$ cat src/rtl/rob_multiport_pkg.sv
// Shared types and configuration for the multi-port reorder buffer.
package rob_multiport_pkg;

  localparam int unsigned ROB_ENTRIES  = 16;
  localparam int unsigned DISP_WIDTH   = 2;
  localparam int unsigned WB_PORTS     = 4;
  localparam int unsigned RETIRE_WIDTH = 2;
  localparam int unsigned IDXW         = $clog2(ROB_ENTRIES);

  // Pointer with an extra wrap bit so full and empty are distinguishable.
  typedef logic [IDXW:0] rob_ptr_t;

  typedef struct packed {
    logic [4:0]  dest_reg;
    logic        wb_en;
    logic [31:0] pc;
    logic        mispred;
    logic        exception;
  } rob_entry_t;

  typedef struct packed {
    logic valid;
    logic ready;
  } rob_status_t;

endpackage

$ cat src/rtl/rob_multiport_if.sv
// Dispatch / writeback / retire / flush bundle between the core and the ROB.
interface rob_multiport_if;
  import rob_multiport_pkg::*;

  logic [DISP_WIDTH-1:0]              disp_valid;
  rob_entry_t [DISP_WIDTH-1:0]        disp_entry;
  logic                               disp_ready;
  logic [DISP_WIDTH-1:0][IDXW-1:0]    disp_idx;

  logic [WB_PORTS-1:0]                wb_valid;
  logic [WB_PORTS-1:0][IDXW-1:0]      wb_idx;
  logic [WB_PORTS-1:0][31:0]          wb_result;
  logic [WB_PORTS-1:0]                wb_mispred;
  logic [WB_PORTS-1:0]                wb_exception;

  logic [RETIRE_WIDTH-1:0]            ret_valid;
  logic [RETIRE_WIDTH-1:0][4:0]       ret_dest_reg;
  logic [RETIRE_WIDTH-1:0]            ret_wb_en;
  logic [RETIRE_WIDTH-1:0][31:0]      ret_result;

  logic                               flush;
  logic [31:0]                        flush_pc;
  logic                               flush_exc;
  logic [IDXW:0]                      count;

  modport master (
    output disp_valid, disp_entry, wb_valid, wb_idx, wb_result, wb_mispred, wb_exception,
    input  disp_ready, disp_idx, ret_valid, ret_dest_reg, ret_wb_en, ret_result,
           flush, flush_pc, flush_exc, count
  );

  modport slave (
    input  disp_valid, disp_entry, wb_valid, wb_idx, wb_result, wb_mispred, wb_exception,
    output disp_ready, disp_idx, ret_valid, ret_dest_reg, ret_wb_en, ret_result,
           flush, flush_pc, flush_exc, count
  );

endinterface

$ cat src/rtl/rob_multiport_retire_sel.sv
// In-order retire lane selection over the head window; stops after the first flushing lane.
module rob_retire_sel #(
  parameter int unsigned WIDTH = 2,
  parameter int unsigned LANEW = (WIDTH > 1) ? $clog2(WIDTH) : 1
) (
  input  logic [WIDTH-1:0] win_valid,
  input  logic [WIDTH-1:0] win_ready,
  input  logic [WIDTH-1:0] win_flush,
  output logic [WIDTH-1:0] ret_valid,
  output logic             flush_hit,
  output logic [LANEW-1:0] flush_lane
);

  logic go;

  // Walk lanes oldest-first; a lane retires only if every older lane retired without flushing.
  always_comb begin
    ret_valid  = '0;
    flush_hit  = 1'b0;
    flush_lane = '0;
    go         = 1'b1;
    for (int unsigned k = 0; k < WIDTH; k++) begin
      if (go && win_valid[k] && win_ready[k]) begin
        ret_valid[k] = 1'b1;
        if (win_flush[k]) begin
          flush_hit  = 1'b1;
          flush_lane = LANEW'(k);
          go         = 1'b0;
        end
      end else begin
        go = 1'b0;
      end
    end
  end

endmodule

$ cat src/rtl/rob_multiport.sv
// Reorder buffer: multi-lane in-order allocate, multi-port writeback, multi-lane in-order retire.
module rob_multiport
  import rob_multiport_pkg::*;
(
  input  logic           clk,
  input  logic           rst,
  rob_multiport_if.slave bus
);

  localparam int unsigned LANEW = (RETIRE_WIDTH > 1) ? $clog2(RETIRE_WIDTH) : 1;
  typedef logic [IDXW-1:0] idx_t;

  rob_ptr_t    head, tail, count;
  rob_entry_t  entry  [ROB_ENTRIES];
  logic [31:0] result [ROB_ENTRIES];
  rob_status_t status [ROB_ENTRIES];

  logic        flush_q, flush_exc_q;
  logic [31:0] flush_pc_q;

  idx_t     disp_slot [DISP_WIDTH];
  rob_ptr_t disp_n;
  logic     disp_fire;

  idx_t                    ret_idx [RETIRE_WIDTH];
  logic [RETIRE_WIDTH-1:0] win_valid, win_ready, win_flush, ret_valid;
  logic                    flush_hit;
  logic [LANEW-1:0]        flush_lane;
  idx_t                    flush_idx;
  rob_ptr_t                ret_n;
  logic                    wb_conflict;

  assign count          = tail - head;
  assign bus.count      = count;
  assign bus.disp_ready = (rob_ptr_t'(ROB_ENTRIES) - count) >= rob_ptr_t'(DISP_WIDTH);
  assign bus.flush      = flush_q;
  assign bus.flush_pc   = flush_pc_q;
  assign bus.flush_exc  = flush_exc_q;
  assign bus.ret_valid  = ret_valid;
  assign disp_fire      = bus.disp_ready && !flush_hit;
  assign flush_idx      = ret_idx[flush_lane];

  // Compact valid lanes onto consecutive slots starting at tail.
  always_comb begin
    disp_n = '0;
    for (int unsigned i = 0; i < DISP_WIDTH; i++) begin
      disp_slot[i]    = tail[IDXW-1:0] + disp_n[IDXW-1:0];
      bus.disp_idx[i] = disp_slot[i];
      disp_n          = disp_n + rob_ptr_t'(bus.disp_valid[i]);
    end
  end

  // Gather registered status of the head window.
  always_comb begin
    for (int unsigned k = 0; k < RETIRE_WIDTH; k++) begin
      ret_idx[k]   = head[IDXW-1:0] + idx_t'(k);
      win_valid[k] = status[ret_idx[k]].valid;
      win_ready[k] = status[ret_idx[k]].ready;
      win_flush[k] = entry[ret_idx[k]].mispred | entry[ret_idx[k]].exception;
    end
  end

  rob_retire_sel #(.WIDTH(RETIRE_WIDTH), .LANEW(LANEW)) u_retire_sel (
    .win_valid  (win_valid),
    .win_ready  (win_ready),
    .win_flush  (win_flush),
    .ret_valid  (ret_valid),
    .flush_hit  (flush_hit),
    .flush_lane (flush_lane)
  );

  // Commit payload and retired-lane count.
  always_comb begin
    ret_n = '0;
    for (int unsigned k = 0; k < RETIRE_WIDTH; k++) begin
      bus.ret_dest_reg[k] = entry[ret_idx[k]].dest_reg;
      bus.ret_wb_en[k]    = ret_valid[k] & entry[ret_idx[k]].wb_en & ~entry[ret_idx[k]].exception;
      bus.ret_result[k]   = result[ret_idx[k]];
      ret_n               = ret_n + rob_ptr_t'(ret_valid[k]);
    end
  end

  // Detect two writeback ports targeting the same entry in one cycle.
  always_comb begin
    wb_conflict = 1'b0;
    for (int unsigned p = 0; p < WB_PORTS; p++)
      for (int unsigned q = p + 1; q < WB_PORTS; q++)
        if (bus.wb_valid[p] && bus.wb_valid[q] && bus.wb_idx[p] == bus.wb_idx[q])
          wb_conflict = 1'b1;
  end

  a_wb_unique: assert property (@(posedge clk) disable iff (rst) !wb_conflict);

  // Pointers, per-entry status and flush pulse. Later statements override earlier ones:
  // writeback < retire < dispatch < flush.
  always_ff @(posedge clk or posedge rst) begin
    if (rst) begin
      head        <= '0;
      tail        <= '0;
      flush_q     <= 1'b0;
      flush_pc_q  <= '0;
      flush_exc_q <= 1'b0;
      for (int unsigned i = 0; i < ROB_ENTRIES; i++) status[i] <= '0;
    end else begin
      flush_q <= flush_hit;
      if (flush_hit) begin
        flush_pc_q  <= entry[flush_idx].pc;
        flush_exc_q <= entry[flush_idx].exception;
      end
      for (int unsigned p = 0; p < WB_PORTS; p++)
        if (bus.wb_valid[p] && status[bus.wb_idx[p]].valid)
          status[bus.wb_idx[p]].ready <= 1'b1;
      for (int unsigned k = 0; k < RETIRE_WIDTH; k++)
        if (ret_valid[k]) status[ret_idx[k]] <= '0;
      head <= head + ret_n;
      if (flush_hit) begin
        for (int unsigned i = 0; i < ROB_ENTRIES; i++) status[i] <= '0;
        tail <= head + ret_n;
      end else if (disp_fire) begin
        for (int unsigned i = 0; i < DISP_WIDTH; i++)
          if (bus.disp_valid[i]) status[disp_slot[i]] <= '{valid: 1'b1, ready: 1'b0};
        tail <= tail + disp_n;
      end
    end
  end

  // Entry payload and results; gated by status so stale writes never become visible.
  always_ff @(posedge clk) begin
    for (int unsigned p = 0; p < WB_PORTS; p++) begin
      if (bus.wb_valid[p] && status[bus.wb_idx[p]].valid) begin
        result[bus.wb_idx[p]]          <= bus.wb_result[p];
        entry[bus.wb_idx[p]].mispred   <= bus.wb_mispred[p];
        entry[bus.wb_idx[p]].exception <= bus.wb_exception[p];
      end
    end
    if (disp_fire) begin
      for (int unsigned i = 0; i < DISP_WIDTH; i++) begin
        if (bus.disp_valid[i]) begin
          entry[disp_slot[i]] <= '{dest_reg:  bus.disp_entry[i].dest_reg,
                                   wb_en:     bus.disp_entry[i].wb_en,
                                   pc:        bus.disp_entry[i].pc,
                                   mispred:   1'b0,
                                   exception: 1'b0};
        end
      end
    end
  end

endmodule

$ cat src/flat_wrapper.sv
// flat-port wrapper written by rule: the top's interface ports become plain ports
module rob_multiport_flat import rob_multiport_pkg::*;
  (clk, rst, bus_disp_valid, bus_disp_entry, bus_wb_valid, bus_wb_idx, bus_wb_result, bus_wb_mispred, bus_wb_exception, bus_disp_ready, bus_disp_idx, bus_ret_valid, bus_ret_dest_reg, bus_ret_wb_en, bus_ret_result, bus_flush, bus_flush_pc, bus_flush_exc, bus_count);
  rob_multiport_if bus_i ();
  input  logic clk;
  input  logic rst;
  input wire logic [$bits(bus_i.disp_valid)-1:0] bus_disp_valid;
  input wire logic [$bits(bus_i.disp_entry)-1:0] bus_disp_entry;
  input wire logic [$bits(bus_i.wb_valid)-1:0] bus_wb_valid;
  input wire logic [$bits(bus_i.wb_idx)-1:0] bus_wb_idx;
  input wire logic [$bits(bus_i.wb_result)-1:0] bus_wb_result;
  input wire logic [$bits(bus_i.wb_mispred)-1:0] bus_wb_mispred;
  input wire logic [$bits(bus_i.wb_exception)-1:0] bus_wb_exception;
  output wire logic [$bits(bus_i.disp_ready)-1:0] bus_disp_ready;
  output wire logic [$bits(bus_i.disp_idx)-1:0] bus_disp_idx;
  output wire logic [$bits(bus_i.ret_valid)-1:0] bus_ret_valid;
  output wire logic [$bits(bus_i.ret_dest_reg)-1:0] bus_ret_dest_reg;
  output wire logic [$bits(bus_i.ret_wb_en)-1:0] bus_ret_wb_en;
  output wire logic [$bits(bus_i.ret_result)-1:0] bus_ret_result;
  output wire logic [$bits(bus_i.flush)-1:0] bus_flush;
  output wire logic [$bits(bus_i.flush_pc)-1:0] bus_flush_pc;
  output wire logic [$bits(bus_i.flush_exc)-1:0] bus_flush_exc;
  output wire logic [$bits(bus_i.count)-1:0] bus_count;
  assign bus_i.disp_valid = bus_disp_valid;
  assign bus_i.disp_entry = bus_disp_entry;
  assign bus_i.wb_valid = bus_wb_valid;
  assign bus_i.wb_idx = bus_wb_idx;
  assign bus_i.wb_result = bus_wb_result;
  assign bus_i.wb_mispred = bus_wb_mispred;
  assign bus_i.wb_exception = bus_wb_exception;
  assign bus_disp_ready = bus_i.disp_ready;
  assign bus_disp_idx = bus_i.disp_idx;
  assign bus_ret_valid = bus_i.ret_valid;
  assign bus_ret_dest_reg = bus_i.ret_dest_reg;
  assign bus_ret_wb_en = bus_i.ret_wb_en;
  assign bus_ret_result = bus_i.ret_result;
  assign bus_flush = bus_i.flush;
  assign bus_flush_pc = bus_i.flush_pc;
  assign bus_flush_exc = bus_i.flush_exc;
  assign bus_count = bus_i.count;
  rob_multiport u_core (.clk(clk), .rst(rst), .bus(bus_i));
endmodule
$ cat config.mk
export PLATFORM = sky130hd
export DESIGN_NAME = rob_multiport_flat
export DESIGN_NICKNAME = d
export VERILOG_FILES = /design/src/rtl/rob_multiport_pkg.sv /design/src/rtl/rob_multiport_if.sv /design/src/rtl/rob_multiport_retire_sel.sv /design/src/rtl/rob_multiport.sv /design/src/flat_wrapper.sv
export SDC_FILE = /design/constraint.sdc
export NUM_CORES = 2
export LEC_CHECK = 0
export CAP_MARGIN = 20
export CORE_UTILIZATION = 25
export DETAILED_ROUTE_END_ITERATION = 7
export PLACE_DENSITY_LB_ADDON = 0.3
export SETUP_SLACK_MARGIN = 0.1
export SYNTH_ARGS = -nofsm -noshare
export SYNTH_HDL_FRONTEND = slang
export SYNTH_HIERARCHICAL = 1
export SYNTH_SLANG_ARGS = --single-unit
$ cat constraint.sdc
create_clock -name clk -period 20.3 [get_ports clk]
set_input_delay 4.06 -clock clk [delete_from_list [all_inputs] [get_ports clk]]
set_output_delay 4.06 -clock clk [all_outputs]
set_load 0.005 [all_outputs]
Yosys cells after proc, flatten, opt, wreduce, memory -nomap -nowiden:

Memories as Yosys holds them, arrays and structs flattened. A register that Yosys moved wholly into a read port is not among the register bits.
Index checks and enable logic that the tools add are counted.

* register bits: 43
* bits in latches: 0
* word-level logic and storage cells: 187
* input port bits: 240
* memory bits (writable): 1152
* bits in read-only memories: 0
* output and inout bits: 126
* memories: 2

* bitwise operators: 27
* multiplexer cells: 79
* $add $sub $neg: 8
* shift operators: 0
* div/mod/pow operators: 0
* reductions and logical operators: 18
* $lt $le $gt $ge: 18
* $mul: 0
* equal/unequal tests: 0

Memory list
* u_core.entry: words 16, bits a word 40, read ports 3, clocked after memory_dff 1, write ports 6, line rob_multiport.sv:14 `rob_entry_t entry [ROB_ENTRIES];`
* u_core.result: words 16, bits a word 32, read ports 2, clocked after memory_dff 0, write ports 4, line rob_multiport.sv:15 `logic [31:0] result [ROB_ENTRIES];`

Operators by type and width (number)
* 32-bit two-way mux: 12
* 32-bit bitwise mux: 4
* 32-bit AND: 2
* 2-bit demux with 4-bit select: 8
* 32-bit inverter: 2
* 2-bit binary-select mux with 4-bit select: 6
* 5-bit greater-or-equal comparator, second input constant: 8
* 5-bit by 1-bit less-than comparator with 1-bit output, second input constant: 8
* 4-bit inverter with 5-bit output: 8
* 16-bit AND: 2
* 2-bit two-way mux: 16
* 16-bit inverter: 2
* 16-bit OR: 2
* 1-bit two-way mux: 28
* 1-bit logical AND: 16
* 4-bit two-way mux: 3
* 5-bit adder: 2
* 5-bit two-way mux: 2
* 5-bit by 2-bit greater-or-equal comparator with 1-bit output, second input constant: 1
* 5-bit subtractor: 1
* 5-bit subtractor, first input constant: 1
* 1-bit by 1-bit adder with 2-bit output: 2
* 4-bit by 1-bit adder with 4-bit output: 1
* 4-bit by 1-bit adder with 4-bit output, second input constant: 1
* 7 further kinds: 12

Logic depth before layout (Yosys ltp):

* word-level depth: 25
* depth in mapped cells: 21
* mapped depth without buffers: 14

Cells and area by module:

The synthesis kept the hierarchy.

By module, submodules not included
* rob_multiport: seq. area each 36174.7 um^2, area each 79308.6 um^2, instances 1, cells each 7552
* rob_retire_sel: seq. area each 0.0 um^2, area each 43.8 um^2, instances 1, cells each 7

Least setup slack after synthesis:

OpenSTA, ideal clock, no wires.

* path type: input to output
* start point: input bus_disp_valid[0]
* end point: output bus_disp_idx[6]
* stages on the path: 4
* data required time: 16.240 ns
* arrival time: 4.790 ns
* setup slack: 11.450 ns
* path buffers: 1
* cell sequence: ha_1 > ha_1 > clkbuf_1 > xor2_1

* longest elaborated chain between the ends: 1

RTL lines
* start, declared: line flat_wrapper.sv:7 `input wire logic [$bits(bus_i.disp_valid)-1:0] bus_disp_valid;`
* 4-bit by 1-bit adder with 4-bit output: line rob_multiport.sv:47 `disp_slot[i] = tail[IDXW-1:0] + disp_n[IDXW-1:0];`
* end, declared: line flat_wrapper.sv:15 `output wire logic [$bits(bus_i.disp_idx)-1:0] bus_disp_idx;`

Every way passes these cells.

Final worst setup path:

* start point: register u_core.head[0]
* end point: output bus_ret_wb_en[1]

* elaborated cells between the ends (all ways): 20
* classes of those cells: add/sub: 1; mux: 9; bitwise: 6; reduce/logical: 3; memory: 1

RTL lines
* start, declared: line rob_multiport.sv:13 `rob_ptr_t head, tail, count;`
* start signal, assigned: line rob_multiport.sv:115 `head <= head + ret_n;`
* memory 16 x 40 bit
* 1-bit OR: line rob_multiport.sv:59 `win_flush[k] = entry[ret_idx[k]].mispred | entry[ret_idx[k]].exception;`
* net u_core.win_flush[0]: line rob_multiport.sv:26 `logic [RETIRE_WIDTH-1:0] win_valid, win_ready, win_flush, ret_valid;`
* 1-bit two-way mux: line rob_multiport_retire_sel.sv:25 `if (win_flush[k]) begin`
* 1-bit two-way mux: line rob_multiport_retire_sel.sv:23 `if (go && win_valid[k] && win_ready[k]) begin`
* 1-bit logical AND (2 in series): line rob_multiport_retire_sel.sv:23
* 1-bit two-way mux: line rob_multiport_retire_sel.sv:23
* 1-bit AND (2 in series): line rob_multiport.sv:77 `bus.ret_wb_en[k] = ret_valid[k] & entry[ret_idx[k]].wb_en & ~entry[ret_idx[k]].exception;`
* end, declared: line flat_wrapper.sv:18 `output wire logic [$bits(bus_i.ret_wb_en)-1:0] bus_ret_wb_en;`

The timed path passes the listed nets, and every way through them passes these cells. The select of a mux whose other input is x is not followed.

==> reports/metrics.cfg <==
[routing]
wl_per_cell_um=31.71
vias=67870
wl_met2_um=161100
wl_met3_um=48920
wirelength_um=366600
drt-pass1-iter-count=8
drc=0
detail-route-antenna-nets=0
highest_layer=met5
drt-met1-wl_um=137300
drt_iter0_markers=10200
vias_per_cell=5.870

[floorplan]
die-area_um2=319700
die_h_um=565.4
num_rows=206
coreArea_um2=315200
fp.dieW_um=565.4
initial_core_util_pct=25.17
boundaryPins=366

[grt]
antenna_found_initial=120
grt_overflow_total=0
grt_pass1_wl_um=500200
grt_start_max_net_pins=135
grtUsageTotal_pct=22.12
grt_pass1_vias=63550

[clock_tree]
cts_max_path_buffers=4
cts_tree=yes
post_cts_buffers=0
clock_sinks=1228
ctsHtreeMaxLevel=4
path_clk_slew_ps=60
cts_hold_buf=0
post_cts_resized=0
clk_latency_ps=840
cts-root-buf=clkbuf_16
cts_buffers=147

[timing]
slew_violations=0
fin_setup_tns_ps=0
timing.final.crit_share_pct=54.61
fmax_mhz=90.21
setup_violations=0
period_needed_ps=11090
final-hold-violation-count=0
skew_ps=46.28
relSlewSlack_pct=18.70
rsz0062_at_grt=false
worstMarginPinSlew_ps=1219

[logic_synthesis]
synth_top_cell_area_share_pct=42.38
synth.distinct_cells=68
yosysWarnings=6
synth.area.top_cells=edfxtp_1 42%, mux4_2 16%, mux2i_1 7.0%
synth_edf_count=1120
synth_fp_nets=7816
synth.avg_cell_area_um2=10.50
synth_common_cells=1120 x edfxtp_1, 1040 x nand2_1, 727 x o21ai_0
yosysSeqAreaShare_pct=45.59
syn_inst=7559
synthArstFlopShare_pct=6.189
synth-main-ff-cell=edfxtp_1
synth_area_um2=79350
ys_ff_latch=1228
synth_top_area_cell=edfxtp_1
synth_most_common_cell=edfxtp_1

[min_path]
hold_class=flop to flop

[layout]
num-nets-final=7539
synthToLayoutAreaGrowth_pct=14.41
fill_cells=32290
post-route-util_pct=28.80
drive_above_1_share_pct=14.15

[power_and_ir_drop]
power_uw=12910
ir_drop_mv=0.2408
power.leakage_uw=0.02967
power_density_nw_per_um2=142.2

[setup_path]
end_kind=output port
crit_arrival_ps=7030
criticalPathCategory=flop to output port
start_kind=flop
cp.required_ps=16240
cp_max_fo=117

[run]
max_cap_viol_count=0

[placement]
dpl.hpwl_um=199500
portBuffers=361
gp_congestion=0.8591

[outcome]
status=finished clean

==> area by class of cell <==
class	count	area (um2)	area share, %
Multi-Input combinational cell	5363	39880	43.93
Timing Repair Buffer	517	4860	5.353
Inverter	25	98.84	0.1089
Clock inverter	53	427.9	0.4713
Clock buffer	186	4058	4.469
Sequential cell	1228	36190	39.86
Antenna cell	30	75.07	0.08269
Tap cell	4160	5205	5.733
==> power breakdown <==
group	switching (uW)	internal [uW]
combinational	4010	2630
clock	1120	1490
sequential	295	3360
total	5430	7490
==> critical path: stages (launching register included) <==
cell	delay, ps
dfrtp_4	730
buf_4	720
buf_12	550
mux4_2	610
mux4_2	530
or2_2	360
nor3_1	570
inv_1	310
a2111oi_2	780
clkdlybuf4s50_1	660
==> stage by stage <==
| stage | cells | hold WS, ps | setup slack, ps | cell area (um2) |
|---|---|---|---|---|
| final | 11560 | 475.5 | 9214 | 90790 |
| after CTS | 11530 | 482.3 | 9146 | 90710 |
| after detailed placement | 11290 | 468.2 | 9559 | 86230 |
| after global routing | 11540 | 509.6 | 8976 | 90730 |
| after global placement | 11290 | 466.3 | 9599 | 86210 |
| after floorplan | 7559 | 473.8 | 11450 | 79350 |
==> path summary, 6_finish.rpt <==
kind,from,endpoint,slack [ps],cells past startpoint
worst max-delay path,u_core/head[0],bus_ret_wb_en[1],9210,9
worst min-delay path,u_core/bus.flush_pc[2],u_core/bus.flush_pc[2],480,1
worst max register to register,u_core/head[0],u_core/bus.flush_pc[23],12300,14
worst min register to register,u_core/bus.flush_pc[2],u_core/bus.flush_pc[2],480,1
max in group asynchronous,rst,u_core/head[1],15300,3
min in group asynchronous,rst,u_core/bus.flush_pc[4],3670,2
==> layout by cell type, fill, tap and decap left out, drive strengths merged, types with 32 or more instances in the layout <==
master         netlist  final
nand3               77     77
o21ai              727    727
o31ai               33     33
a32o                69     69
and3                70     70
dfxtp               32     32
o22ai               34     34
a21o                51     51
clkbuf             705    186
mux4               552    552
a211oi              40     40
nand2             1041   1041
o2bb2ai            184    184
edfxtp            1120   1120
clkdlybuf4s50        0    361
buf                238    156
nor2               709    709
mux2i              555    555
clkinv               0     43
a21oi              646    646
nor3               366    366
dfrtp               76     76
==> cells by family (layout without fill, tap and decap cells) <==
kind of cell | count (synthesis) | in the layout | share of synthesized area [%]
buffers and inverters | 968 | 781 | 4.842
and+or+nand+nor | 2365 | 2365 | 12.59
adders and majority gates | 17 | 17 | 0.2964
muxes | 1107 | 1107 | 22.67
DFF | 1228 | 1228 | 45.59
xor gates and xnor gates | 13 | 13 | 0.1435
AOI/OAI and AO/OA | 1861 | 1861 | 13.87
other | 0 | 30 | 0
==> layer usage <==
metal | vias to the layer above | GRT usage [%]
met5 | - | 0
met4 | 112 | 10.19
met3 | 1171 | 7.438
met2 | 5071 | 34.00
met1 | 33650 | 27.95
li1 | 27860 | -
==> sequential cells by signal, indices dropped and copies added, names as in the netlist <==
name / cells
u_core/result: 512
u_core/entry: 640
u_core/bus.flush_pc: 32
u_core/tail: 5
u_core/status: 32
u_core/bus.flush_exc: 1
u_core/head: 5
u_core/bus.flush: 1
Note: power is estimated with default switching activity, not from simulation.
